`config.mk`:
```
export PLATFORM = sky130hd
export DESIGN_NAME = vector_preset_seq
export DESIGN_NICKNAME = d
export VERILOG_FILES = /design/src/rtl/vector_preset_seq.sv
export SDC_FILE = /design/constraint.sdc
export NUM_CORES = 1
export LEC_CHECK = 0
export ABC_CLOCK_PERIOD_IN_PS = 3950
export BUFFER_PORTS_ARGS = -buffer_cell sky130_fd_sc_hd__buf_2
export CORE_MARGIN = 2
export CORE_UTILIZATION = 53
export DETAILED_ROUTE_END_ITERATION = 6
export PLACE_DENSITY = 0.82
export SLEW_MARGIN = 20
export SYNTH_ARGS = -nofsm -noshare
export SYNTH_HDL_FRONTEND = slang
export SYNTH_SLANG_ARGS = --single-unit
```
`constraint.sdc`:
```
create_clock -name clk -period 3.95 [get_ports clk]
set_input_delay 0.5925 -clock clk [delete_from_list [all_inputs] [get_ports clk]]
set_output_delay 0.5925 -clock clk [all_outputs]
set_load 0.02 [all_outputs]
```
`src/rtl/vector_preset_seq.sv`:
```
// vector_preset_seq: arbitrates RESET/NMI/IRQ/BRK and sequences the vector low/high bytes
// onto the internal bus; in idle it also supplies the constant presets.
module vector_preset_seq #(
    parameter int          DATA_W   = 8,
    parameter logic [7:0]  VEC_BASE = 8'hFA
) (
    input  logic              clk,
    input  logic              nrst,
    input  logic              req_rst,
    input  logic              req_nmi,
    input  logic              req_irq,
    input  logic              irq_mask,
    input  logic              brk,
    input  logic              advance,
    input  logic              const_en,
    input  logic [1:0]        const_sel,
    output logic [DATA_W-1:0] bus_out,
    output logic              bus_drive,
    output logic              busy,
    output logic [1:0]        vec_id,
    output logic              done
);
    typedef enum logic [1:0] {IDLE, LO, HI} state_t;

    state_t              r_state;
    logic [DATA_W-1:0]   r_bus_out;
    logic                r_bus_drive;
    logic                r_busy;
    logic [1:0]          r_vec_id;
    logic                r_done;
    logic                r_nmi_q;
    logic                r_nmi_pend;

    logic                w_nmi_edge;
    logic                w_nmi_ok;
    logic                w_irq_ok;
    logic                w_grant;
    logic [1:0]          w_gnt_id;
    logic                w_nmi_take;

    // Low vector byte with the upper bus bits forced high; the 8-bit add wraps.
    function automatic logic [DATA_W-1:0] lo_word(input logic [1:0] id);
        logic [7:0] b;
        b = VEC_BASE + ((id == 2'd1) ? 8'd2 : id[1] ? 8'd4 : 8'd0);
        return ~DATA_W'(8'hFF) | DATA_W'(b);
    endfunction

    function automatic logic [DATA_W-1:0] const_word(input logic [1:0] sel);
        return (sel == 2'd0) ? '0 : (sel == 2'd1) ? DATA_W'(1) : (sel == 2'd2) ? '1 : ~DATA_W'(1);
    endfunction

    assign w_nmi_edge = req_nmi & ~r_nmi_q;
    assign w_nmi_ok   = w_nmi_edge | r_nmi_pend;
    assign w_irq_ok   = req_irq & ~irq_mask;
    assign w_grant    = req_rst | w_nmi_ok | w_irq_ok | brk;
    assign w_gnt_id   = req_rst ? 2'd1 : w_nmi_ok ? 2'd0 : w_irq_ok ? 2'd2 : 2'd3;
    assign w_nmi_take = (r_state == IDLE) & ~req_rst & w_nmi_ok;

    always_ff @(posedge clk or negedge nrst) begin
        if (!nrst) begin
            r_state     <= IDLE;
            r_bus_out   <= '0;
            r_bus_drive <= 1'b0;
            r_busy      <= 1'b0;
            r_vec_id    <= 2'd0;
            r_done      <= 1'b0;
            r_nmi_q     <= 1'b0;
            r_nmi_pend  <= 1'b0;
        end else begin
            r_nmi_q    <= req_nmi;
            r_nmi_pend <= (r_nmi_pend | w_nmi_edge) & ~w_nmi_take;
            r_done     <= 1'b0;
            case (r_state)
                IDLE: begin
                    if (w_grant) begin
                        r_state     <= LO;
                        r_vec_id    <= w_gnt_id;
                        r_bus_out   <= lo_word(w_gnt_id);
                        r_bus_drive <= 1'b1;
                        r_busy      <= 1'b1;
                    end else begin
                        r_bus_out   <= const_en ? const_word(const_sel) : '0;
                        r_bus_drive <= const_en;
                    end
                end
                LO, HI: begin
                    // A reset request restarts the two-byte sequence and overrides advance.
                    if (req_rst) begin
                        r_state   <= LO;
                        r_vec_id  <= 2'd1;
                        r_bus_out <= lo_word(2'd1);
                    end else if (advance && r_state == LO) begin
                        r_state   <= HI;
                        r_bus_out <= '1;
                    end else if (advance) begin
                        r_state     <= IDLE;
                        r_bus_out   <= '0;
                        r_bus_drive <= 1'b0;
                        r_busy      <= 1'b0;
                        r_done      <= 1'b1;
                    end
                end
                default: begin
                    r_state     <= IDLE;
                    r_bus_out   <= '0;
                    r_bus_drive <= 1'b0;
                    r_busy      <= 1'b0;
                end
            endcase
        end
    end

    assign bus_out   = r_bus_out;
    assign bus_drive = r_bus_drive;
    assign busy      = r_busy;
    assign vec_id    = r_vec_id;
    assign done      = r_done;
endmodule

```
Word level (Yosys, flattened, before mapping)

Cells that the tools add are included.

Register bits: 17
Input bits: 11
Output and inout port bits: 13

Equality and inequality tests: 11
Muxes and demuxes: 33
Bitwise logic cells: 13
Add/sub/neg operators: 1
Reductions and logical operators: 9

Operators with widths:

| operator              | count |
|---|---|
| $mux W8               | 7 |
| $mux W2               | 8 |
| $pmux W8 S2           | 1 |
| $mux W1               | 11 |
| $ne A2 B2 Y1 const B  | 5 |
| $pmux W2 S2           | 2 |
| $eq A2 B1 Y1 const B  | 3 |
| $mux W3               | 2 |
| $reduce_and A3 Y1     | 2 |
| $add A4 B4 Y5 const A | 1 |
| $and A1 B1 Y1         | 5 |
| $eq A2 B2 Y1 const B  | 2 |
| $logic_not A2 Y1      | 2 |
| $ne A4 B4 Y1 const B  | 1 |
| $not A1 Y1            | 4 |
| $or A1 B1 Y1          | 4 |
| $pmux W1 S2           | 2 |
| $reduce_and A4 Y1     | 1 |
| $reduce_and A2 Y1     | 1 |
| $reduce_bool A2 Y1    | 1 |
| $reduce_or A2 Y1      | 1 |
| $logic_and A1 B1 Y1   | 1 |

Longest topological paths before layout

Gate-level depths: netlist (run 1).

Depth in word-level cells: 10
Depth in mapped cells: 6
Depth with buffers taken out: 6

Least setup slack after synthesis (run 1)

No wires, ideal clock.

Path type: input to register
From: input irq_mask
To: register r_state[0]
Required time: 3,825 ps
Buffers on the path: 0
Library setup time: 125 ps
Arrival time: 1,406 ps
Stages on the path: 4
Slack: 2,419 ps
Cell sequence: nand2b_1 > and4_4 > a21oi_2 > mux2_4

Cells in the longest elaborated chain, start to end: 6

RTL lines:

| what                        | line | source |
|---|---|---|
| from (decl)                 | 12   | `input logic irq_mask,` |
| $not A1 Y1                  | 54   | `assign w_irq_ok = req_irq & ~irq_mask;` |
| $and A1 B1 Y1               | 54   |  |
| $or A1 B1 Y1 (2 in a row)   | 55   | `assign w_grant = req_rst \| w_nmi_ok \| w_irq_ok \| brk;` |
| $ne A2 B2 Y1 (no line)      | --   |  |
| $reduce_and A2 Y1 (no line) | --   |  |
| to (signal assigned)        | 61   | `r_state <= IDLE;` |
| to (signal assigned)        | 76   | `r_state <= LO;` |
| to (signal assigned)        | 89   | `r_state <= LO;` |
| to (decl)                   | 25   | `state_t r_state;` |

Every way passes these cells.
A chain may end at the register's enable or synchronous reset.

Final worst setup path (run 1)

From: register r_state[0]
To: register r_bus_out[2] (netlist: bus_out[2])

Cells in the longest elaborated chain, start to end: 5

RTL lines:

| what                 | line   | source |
|---|---|---|
| $eq A2 B1 Y1         | 73, 92 |  |
| $logic_and A1 B1 Y1  | 92     | `end else if (advance && r_state == LO) begin` |
| $mux W8              | 92     |  |
| $mux W8              | 88     | `if (req_rst) begin` |
| $pmux W8 S2          | 73     | `case (r_state)` |
| to (signal assigned) | 78     | `r_bus_out <= lo_word(w_gnt_id);` |
| to (signal assigned) | 82     | `r_bus_out <= const_en ? const_word(const_sel) : '0;` |
| to (signal assigned) | 91     | `r_bus_out <= lo_word(2'd1);` |
| to (decl)            | 26     | `logic [DATA_W-1:0] r_bus_out;` |

Parallel ways exist; a longest one is shown, timed or not.

==> results of run 1 <==
[routing by layer]
metal,GRT usage (%),routed length [um]
met4,9.38,25
met5,0,0
met2,33.3,711
met1,24.9,711
met3,3.83,106
[through the flow]
stage	utilization [%]	setup slack (ns)	instances	cell area (um2)	hold slack, ns
finish	62.7	2.21	123	911	0.179
global route	62.7	2.09	123	911	0.201
CTS	62.7	2.21	123	911	0.185
detailed placement	60.8	2.24	119	885	0.481
global placement	60.8	2.24	119	885	0.469
floorplan	-	2.42	87	801	0.297
[cells in the final DEF (no fill, tap or decap), drive strengths merged, types with 3 or more instances in the layout]
master  Yosys  layout
a21oi       7       7
buf         7      23
clkbuf      0       4
dfrtp      13      13
ha          5       5
inv         8       8
nand2       5       5
nand2b      3       3
nor2        9       9
nor2b       3       3
o21ai       7       7
[power by group]
| group | internal (mW) | switching (mW) |
|---|---|---|
| clock network | 0.0393 | 0.0442 |
| logic | 0.147 | 0.236 |
| registers | 0.184 | 0.0301 |
| total | 0.369 | 0.310 |
[final cells by class]
| class | count | area (um2) |
|---|---|---|
| multi-input combinational | 59 | 394 |
| sequential | 13 | 325 |
| fill | 126 | 543 |
| clock buffer | 4 | 26.3 |
| tap | 16 | 20.0 |
| timing repair buffer | 23 | 115 |
| inverter | 8 | 30.0 |
[sequential cells by signal (all words and copies together) (netlist names)]
name        cells
r_nmi_pend      1
r_state         2
done            1
busy            1
r_nmi_q         1
bus_out         4
vec_id          2
bus_drive       1
[critical path, cell delays in order, from the launching register on]
cell	delay, ns
dfrtp_1	0.41
inv_1	0.06
ha_1	0.47
nor3b_2	0.29
nor2_1	0.09
o211ai_1	0.16
o21ai_1	0.12
[path summary, 6_finish.rpt]
kind                                   startpoint                endpoint  slack [ns]  depth (start not counted)
max                        r_state[0]$_DFFE_PN0P_  bus_out[2]$_DFFE_PN0P_        2.21                          6
min                                          nrst  bus_out[1]$_DFFE_PN0P_        0.18                          1
max reg2reg                r_state[0]$_DFFE_PN0P_  bus_out[2]$_DFFE_PN0P_        2.21                          6
min reg2reg                 bus_drive$_DFFE_PN0P_   bus_drive$_DFFE_PN0P_        0.49                          2
max in group asynchronous                    nrst   vec_id[1]$_DFFE_PN0P_        3.54                          1
min in group clk                          req_nmi       r_nmi_q$_DFF_PN0_        0.43                          1
[cell families (layout without fill, tap and decap cells)]
kind of cell | after synthesis | after routing | share of synthesized area [%]
simple gates | 30 | 30 | 21.1
compound gates | 22 | 22 | 17.2
fa+ha+maj | 5 | 5 | 7.81
flops | 13 | 13 | 40.6
buf+inv | 15 | 35 | 10.2
mux | 2 | 2 | 3.12
==> reports/results.ini, run 1 <==
[status]
outcome = complete, no violations

[global_routing]
grt_use_total_pct = 20.1
antenna_found_initial = 0
grt_overflow = 0
grt_pass1_vias = 645
grt_pass1_wl_um = 2700
grt_max_degree = 14

[critical_path]
crit_type = reg2reg
worstPathMaxFanout = 11
cp-start-kind = register
cp.arrival_ns = 1.90
endpoint_kind = register
worstPathRequired_ns = 4.11

[clock_tree]
clock-root-buffer = clkbuf_4
cts.path.max_buffers = 2
cts_tree = built
hold_buffers = 0
clkSinkCount = 13
postCtsResizedCells = 0
h-tree-depth = 1
cts_setup_buffers = 0
cts.clk_slew.worst_paths_ns = 0.08
clkLatencyLatePin_ns = 0.28
numCtsBuffers = 3

[yosys]
synth_area_um2 = 801
syn_area_per_cell_um2 = 9.20
synth_largest_area_cell = dfrtp_1
synth_warnings = 0
synth_edf_count = 0
syn-num-nets = 103
synth-async-reset-ratio_pct = 100
ys_types = 32
synth_flop_cell = dfrtp_1
yosys-top-cells-count = dfrtp_1, inv_1, nor2_1
synth_most_common_cell = dfrtp_1
synth_top_area_share_pct = 40.6
synthTopCellsByArea = dfrtp_1, ha_1, a21oi_1, o21ai_0, buf_4
ys_seq_area_share_pct = 40.6
synth_seq_cells = 13
synth_cells = 87

[timing]
finalCriticalPeriod_ns = 1.74
slew_violations = 0
setup_viol = 0
fin_crit_sh_pct = 44.1
rsz0062_at_grt = false
hold_violations = 0
worst_slew_pin_slew_ns = 0.373
slew_headroom_pct = 75.1
fmax_mhz = 574
fin_skew_ns = 0.00480
setup-tns-final_ns = 0

[place]
place_congestion = 0.826
io_buffers = 23
place.detailed.hpwl_um = 1230

[hold_path]
min_path_type = in2async

[pwr]
finalPower_uw = 680
p_leak_nw = 0.455
ir_drop_v = 0.000420
power_density_mw_per_mm2 = 746

[die]
initial_core_util_pct = 55.1
rows = 14
die_h_um = 42.9
io_pins = 24
core_area_mm2 = 0.00145
die_area_mm2 = 0.00184
dieWidth_um = 42.9

[layout]
n_antenna_cell = 0
drive_gt1_share_pct = 29.0
fin_nets = 124
area_growth_syn_to_layout_pct = 13.8

[detailed_routing]
wire_per_inst_um = 12.6
vias = 653
wl_um = 1550
drc_errors = 0
detail-route-antenna-nets = 0
avgViaCountPerCell = 5.31
drtPass1Iterations = 4
first_iter_violations = 9

[run]
maxCapViolations = 0

(Power assumes the default switching activity.)
==> inputs of run 2 (changes only) <==
ABC_AREA = 1   (was default)
ABC_CLOCK_PERIOD_IN_PS = 1800   (was 3950)
CORE_UTILIZATION = 48   (was 53)
PLACE_DENSITY = 0.76   (was 0.82)
clock period = 1.8 ns   (was 3.95 ns; I/O delays follow)
==> run 2 against run 1 <==
Net effect: clock-buffer cell count is the same; largest cell class unchanged; largest power group unchanged; critical path depth grew 4; combinational power grew 110%; final area shrank 1.8%; power grew 110%; wire length shrank 5.3%; synthesized cell count grew 16%; area after synthesis shrank 5.9%; flip-flop and latch count is the same.
==> reports/results.ini, run 2 <==
[status]
outcome = complete, no violations  ; unchanged

[clock_tree]
cts_tree = built  ; unchanged
clock-root-buffer = clkbuf_4  ; unchanged
cts_setup_buffers = 0  ; unchanged
postCtsResizedCells = 0  ; unchanged
h-tree-depth = 1  ; unchanged
clkLatencyLatePin_ns = 0.27  ; was 0.28 ns
clkSinkCount = 13  ; unchanged
cts.clk_slew.worst_paths_ns = 0.08  ; about the same
numCtsBuffers = 3  ; unchanged
cts.path.max_buffers = 2  ; unchanged
hold_buffers = 1  ; was 0

[critical_path]
worstPathRequired_ns = 1.97  ; was 4.11 ns
cp-start-kind = register  ; unchanged
endpoint_kind = register  ; unchanged
cpMostUsedCell = inv_2
reg2reg_from = r_state[0]$_DFFE_PN0P_  ; unchanged
worstPathMaxFanout = 6  ; was 11
crit_chain = inv_1, ha_1, inv_2, nor2_2, nand2_2, inv_2, or2_1, inv_2, nand2_1, nand2_1  ; was inv_1, ha_1, nor3b_2, nor2_1, o211ai_1, o21ai_1
cp.arrival_ns = 1.74  ; was 1.90 ns
worstReg2RegEnd = bus_out[0]$_DFFE_PN0P_  ; was bus_out[2]$_DFFE_PN0P_
reg2reg_depth = 10  ; was 6
crit_slowest_cell = dfrtp_1  ; was ha_1
crit_type = reg2reg  ; unchanged
reg2reg_slack_ns = 0.23  ; was 2.21 ns
slowest_delay_ns = 0.40  ; was 0.47 ns

[timing]
hold_violations = 0  ; unchanged
setup-tns-final_ns = 0  ; unchanged
finalCriticalPeriod_ns = 1.57  ; was 1.74 ns
rsz0062_at_grt = false  ; unchanged
setup_slack_ns = 0.229  ; was 2.21 ns
setup_viol = 0  ; unchanged
slew_violations = 0  ; unchanged
worst_slew_pin_slew_ns = 0.301  ; was 0.373 ns
fmax_mhz = 637  ; was 574 MHz
slew_headroom_pct = 79.9  ; was 75.1%
hold_ws_ns = 0.126  ; was 0.179 ns
fin_crit_sh_pct = 87.3  ; was 44.1%
fin_skew_ns = 0.00156  ; was 0.00480 ns

[yosys]
ys_seq_area_share_pct = 43.2  ; was 40.6%
synth_seq_cells = 13  ; unchanged
synth_area_um2 = 753  ; was 801 um2
synth_top_area_share_pct = 43.2  ; was 40.6%
syn-num-nets = 117  ; was 103
synth-async-reset-ratio_pct = 100  ; unchanged
synth_warnings = 0  ; unchanged
synth_largest_area_cell = dfrtp_1  ; unchanged
synth_flop_cell = dfrtp_1  ; unchanged
yosys-top-cells-count = nand2_1, dfrtp_1, inv_1  ; was dfrtp_1, inv_1, nor2_1
synthTopCellsByArea = dfrtp_1, nand2_1, ha_1, inv_1, nand3_1  ; was dfrtp_1, ha_1, a21oi_1, o21ai_0, buf_4
synth_most_common_cell = nand2_1  ; was dfrtp_1
synth_cells = 101  ; was 87
syn_area_per_cell_um2 = 7.46  ; was 9.20 um2
synth_edf_count = 0  ; unchanged
ys_types = 16  ; was 32

[pwr]
ir_drop_v = 0.000734  ; was 0.000420 V
power_density_mw_per_mm2 = 1600  ; was 746 mW/mm2
p_leak_nw = 0.532  ; was 0.455 nW

[global_routing]
grt_pass1_vias = 666  ; was 645
antenna_found_initial = 0  ; unchanged
grt_use_total_pct = 18.2  ; was 20.1%
grt_overflow = 0  ; unchanged
grt_max_degree = 14  ; unchanged
grt_pass1_wl_um = 2570  ; was 2700 um

[detailed_routing]
drtPass1Iterations = 4  ; unchanged
detail-route-antenna-nets = 0  ; unchanged
drc_errors = 0  ; unchanged
first_iter_violations = 11  ; was 9
wire_per_inst_um = 10.4  ; was 12.6 um
avgViaCountPerCell = 5.04  ; was 5.31
vias = 711  ; was 653
wl_um = 1470  ; was 1550 um

[run]
maxCapViolations = 0  ; unchanged

[layout]
drive_gt1_share_pct = 26.4  ; was 29.0%
most-common-layout-cells = nand2_1, buf_2, dfrtp_1  ; was buf_2, dfrtp_1, inv_1, nor2_1
largest_reg_flops = 4  ; unchanged
n_antenna_cell = 0  ; unchanged
layout_commonest_cell = nand2_1  ; was buf_2
fin_nets = 142  ; was 124
area_growth_syn_to_layout_pct = 18.8  ; was 13.8%
finalCoreUtilization_pct = 60.1  ; was 62.7%

[die]
io_pins = 24  ; unchanged
die_area_mm2 = 0.00190  ; was 0.00184 mm2
initial_core_util_pct = 50.6  ; was 55.1%
die_h_um = 43.6  ; was 42.9 um
rows = 14  ; unchanged
dieWidth_um = 43.6  ; was 42.9 um
core_area_mm2 = 0.00149  ; was 0.00145 mm2

[place]
pre_cts_slack_ns = 0.245  ; was 2.24 ns
place_congestion = 0.942  ; was 0.826
place.detailed.hpwl_um = 1170  ; was 1230 um
io_buffers = 23  ; unchanged

[hold_path]
min_path_type = in2reg  ; was in2async
min_from = req_nmi
min_to = r_nmi_q$_DFF_PN0_
hold_depth = 1

==> run 2: critical path: cells and delay by family, from the launching register on <==
kind / cells / cell delay [ns]
flops: 1 / 0.40
buf+inv: 4 / 0.27
fa+ha+maj: 1 / 0.35
simple gates: 5 / 0.45
==> run 2: metrics by stage <==
stage	power, mW	instance area [um2]	std cells
3_5_place_dp	1.26	858	136
5_1_grt	1.56	895	141
2_1_floorplan	1.10	753	101
6_report	1.43	895	141
4_1_cts	1.45	895	141
3_3_place_gp	1.25	858	136
==> run 2: layer usage <==
layer / track usage, % / up-vias / wire (um)
met5: 0 / - / 0
met4: 9.09 / 0 / 12
met3: 2.50 / 2 / 82
met2: 31.8 / 25 / 713
met1: 21.7 / 326 / 665
li1: - / 358 / -
==> run 2: worst max-delay path by stage <==
stage | slack (ns) | endpoint | depth (start not counted) | from
3_3_place_gp | 0.29 | bus_out[2]$_DFFE_PN0P_ | 10 | r_state[0]$_DFFE_PN0P_
4_1_cts | 0.23 | r_state[0]$_DFFE_PN0P_ | 10 | r_state[0]$_DFFE_PN0P_
5_1_grt | 0.05 | bus_drive$_DFFE_PN0P_ | 7 | r_state[0]$_DFFE_PN0P_
3_5_place_dp | 0.24 | bus_out[0]$_DFFE_PN0P_ | 10 | r_state[0]$_DFFE_PN0P_
6_report | 0.23 | bus_out[0]$_DFFE_PN0P_ | 10 | r_state[0]$_DFFE_PN0P_
2_1_floorplan | 0.35 | bus_out[2]$_DFFE_PN0P_ | 10 | r_state[0]$_DFFE_PN0P_
==> run 2: kinds of logic (layout without fill, tap and decap cells) <==
logic type               Yosys count  in the layout  share of synthesized area, %
AND/OR/NAND/NOR                   54             54                          30.1
buffers and inverters             19             43                          11.5
flip-flops                        13             13                          43.2
AO/OA/AOI/OAI                     10             10                          6.98
adder cells (fa/ha/maj)            5              5                          8.31
==> run 2: power by group <==
part	switching, mW	leakage, nW	internal, mW
Clock	0.0922	0.0150	0.0859
Sequential	0.0646	0.161	0.404
Combinational	0.524	0.356	0.262
==> run 2: area by class of cell <==
class	count	area [um2]
Clock buffer	4	26.3
Fill cell	144	594
Inverter	15	56.3
Multi-Input combinational cell	69	342
Sequential cell	13	325
Tap cell	16	20.0
Timing Repair Buffer	24	125
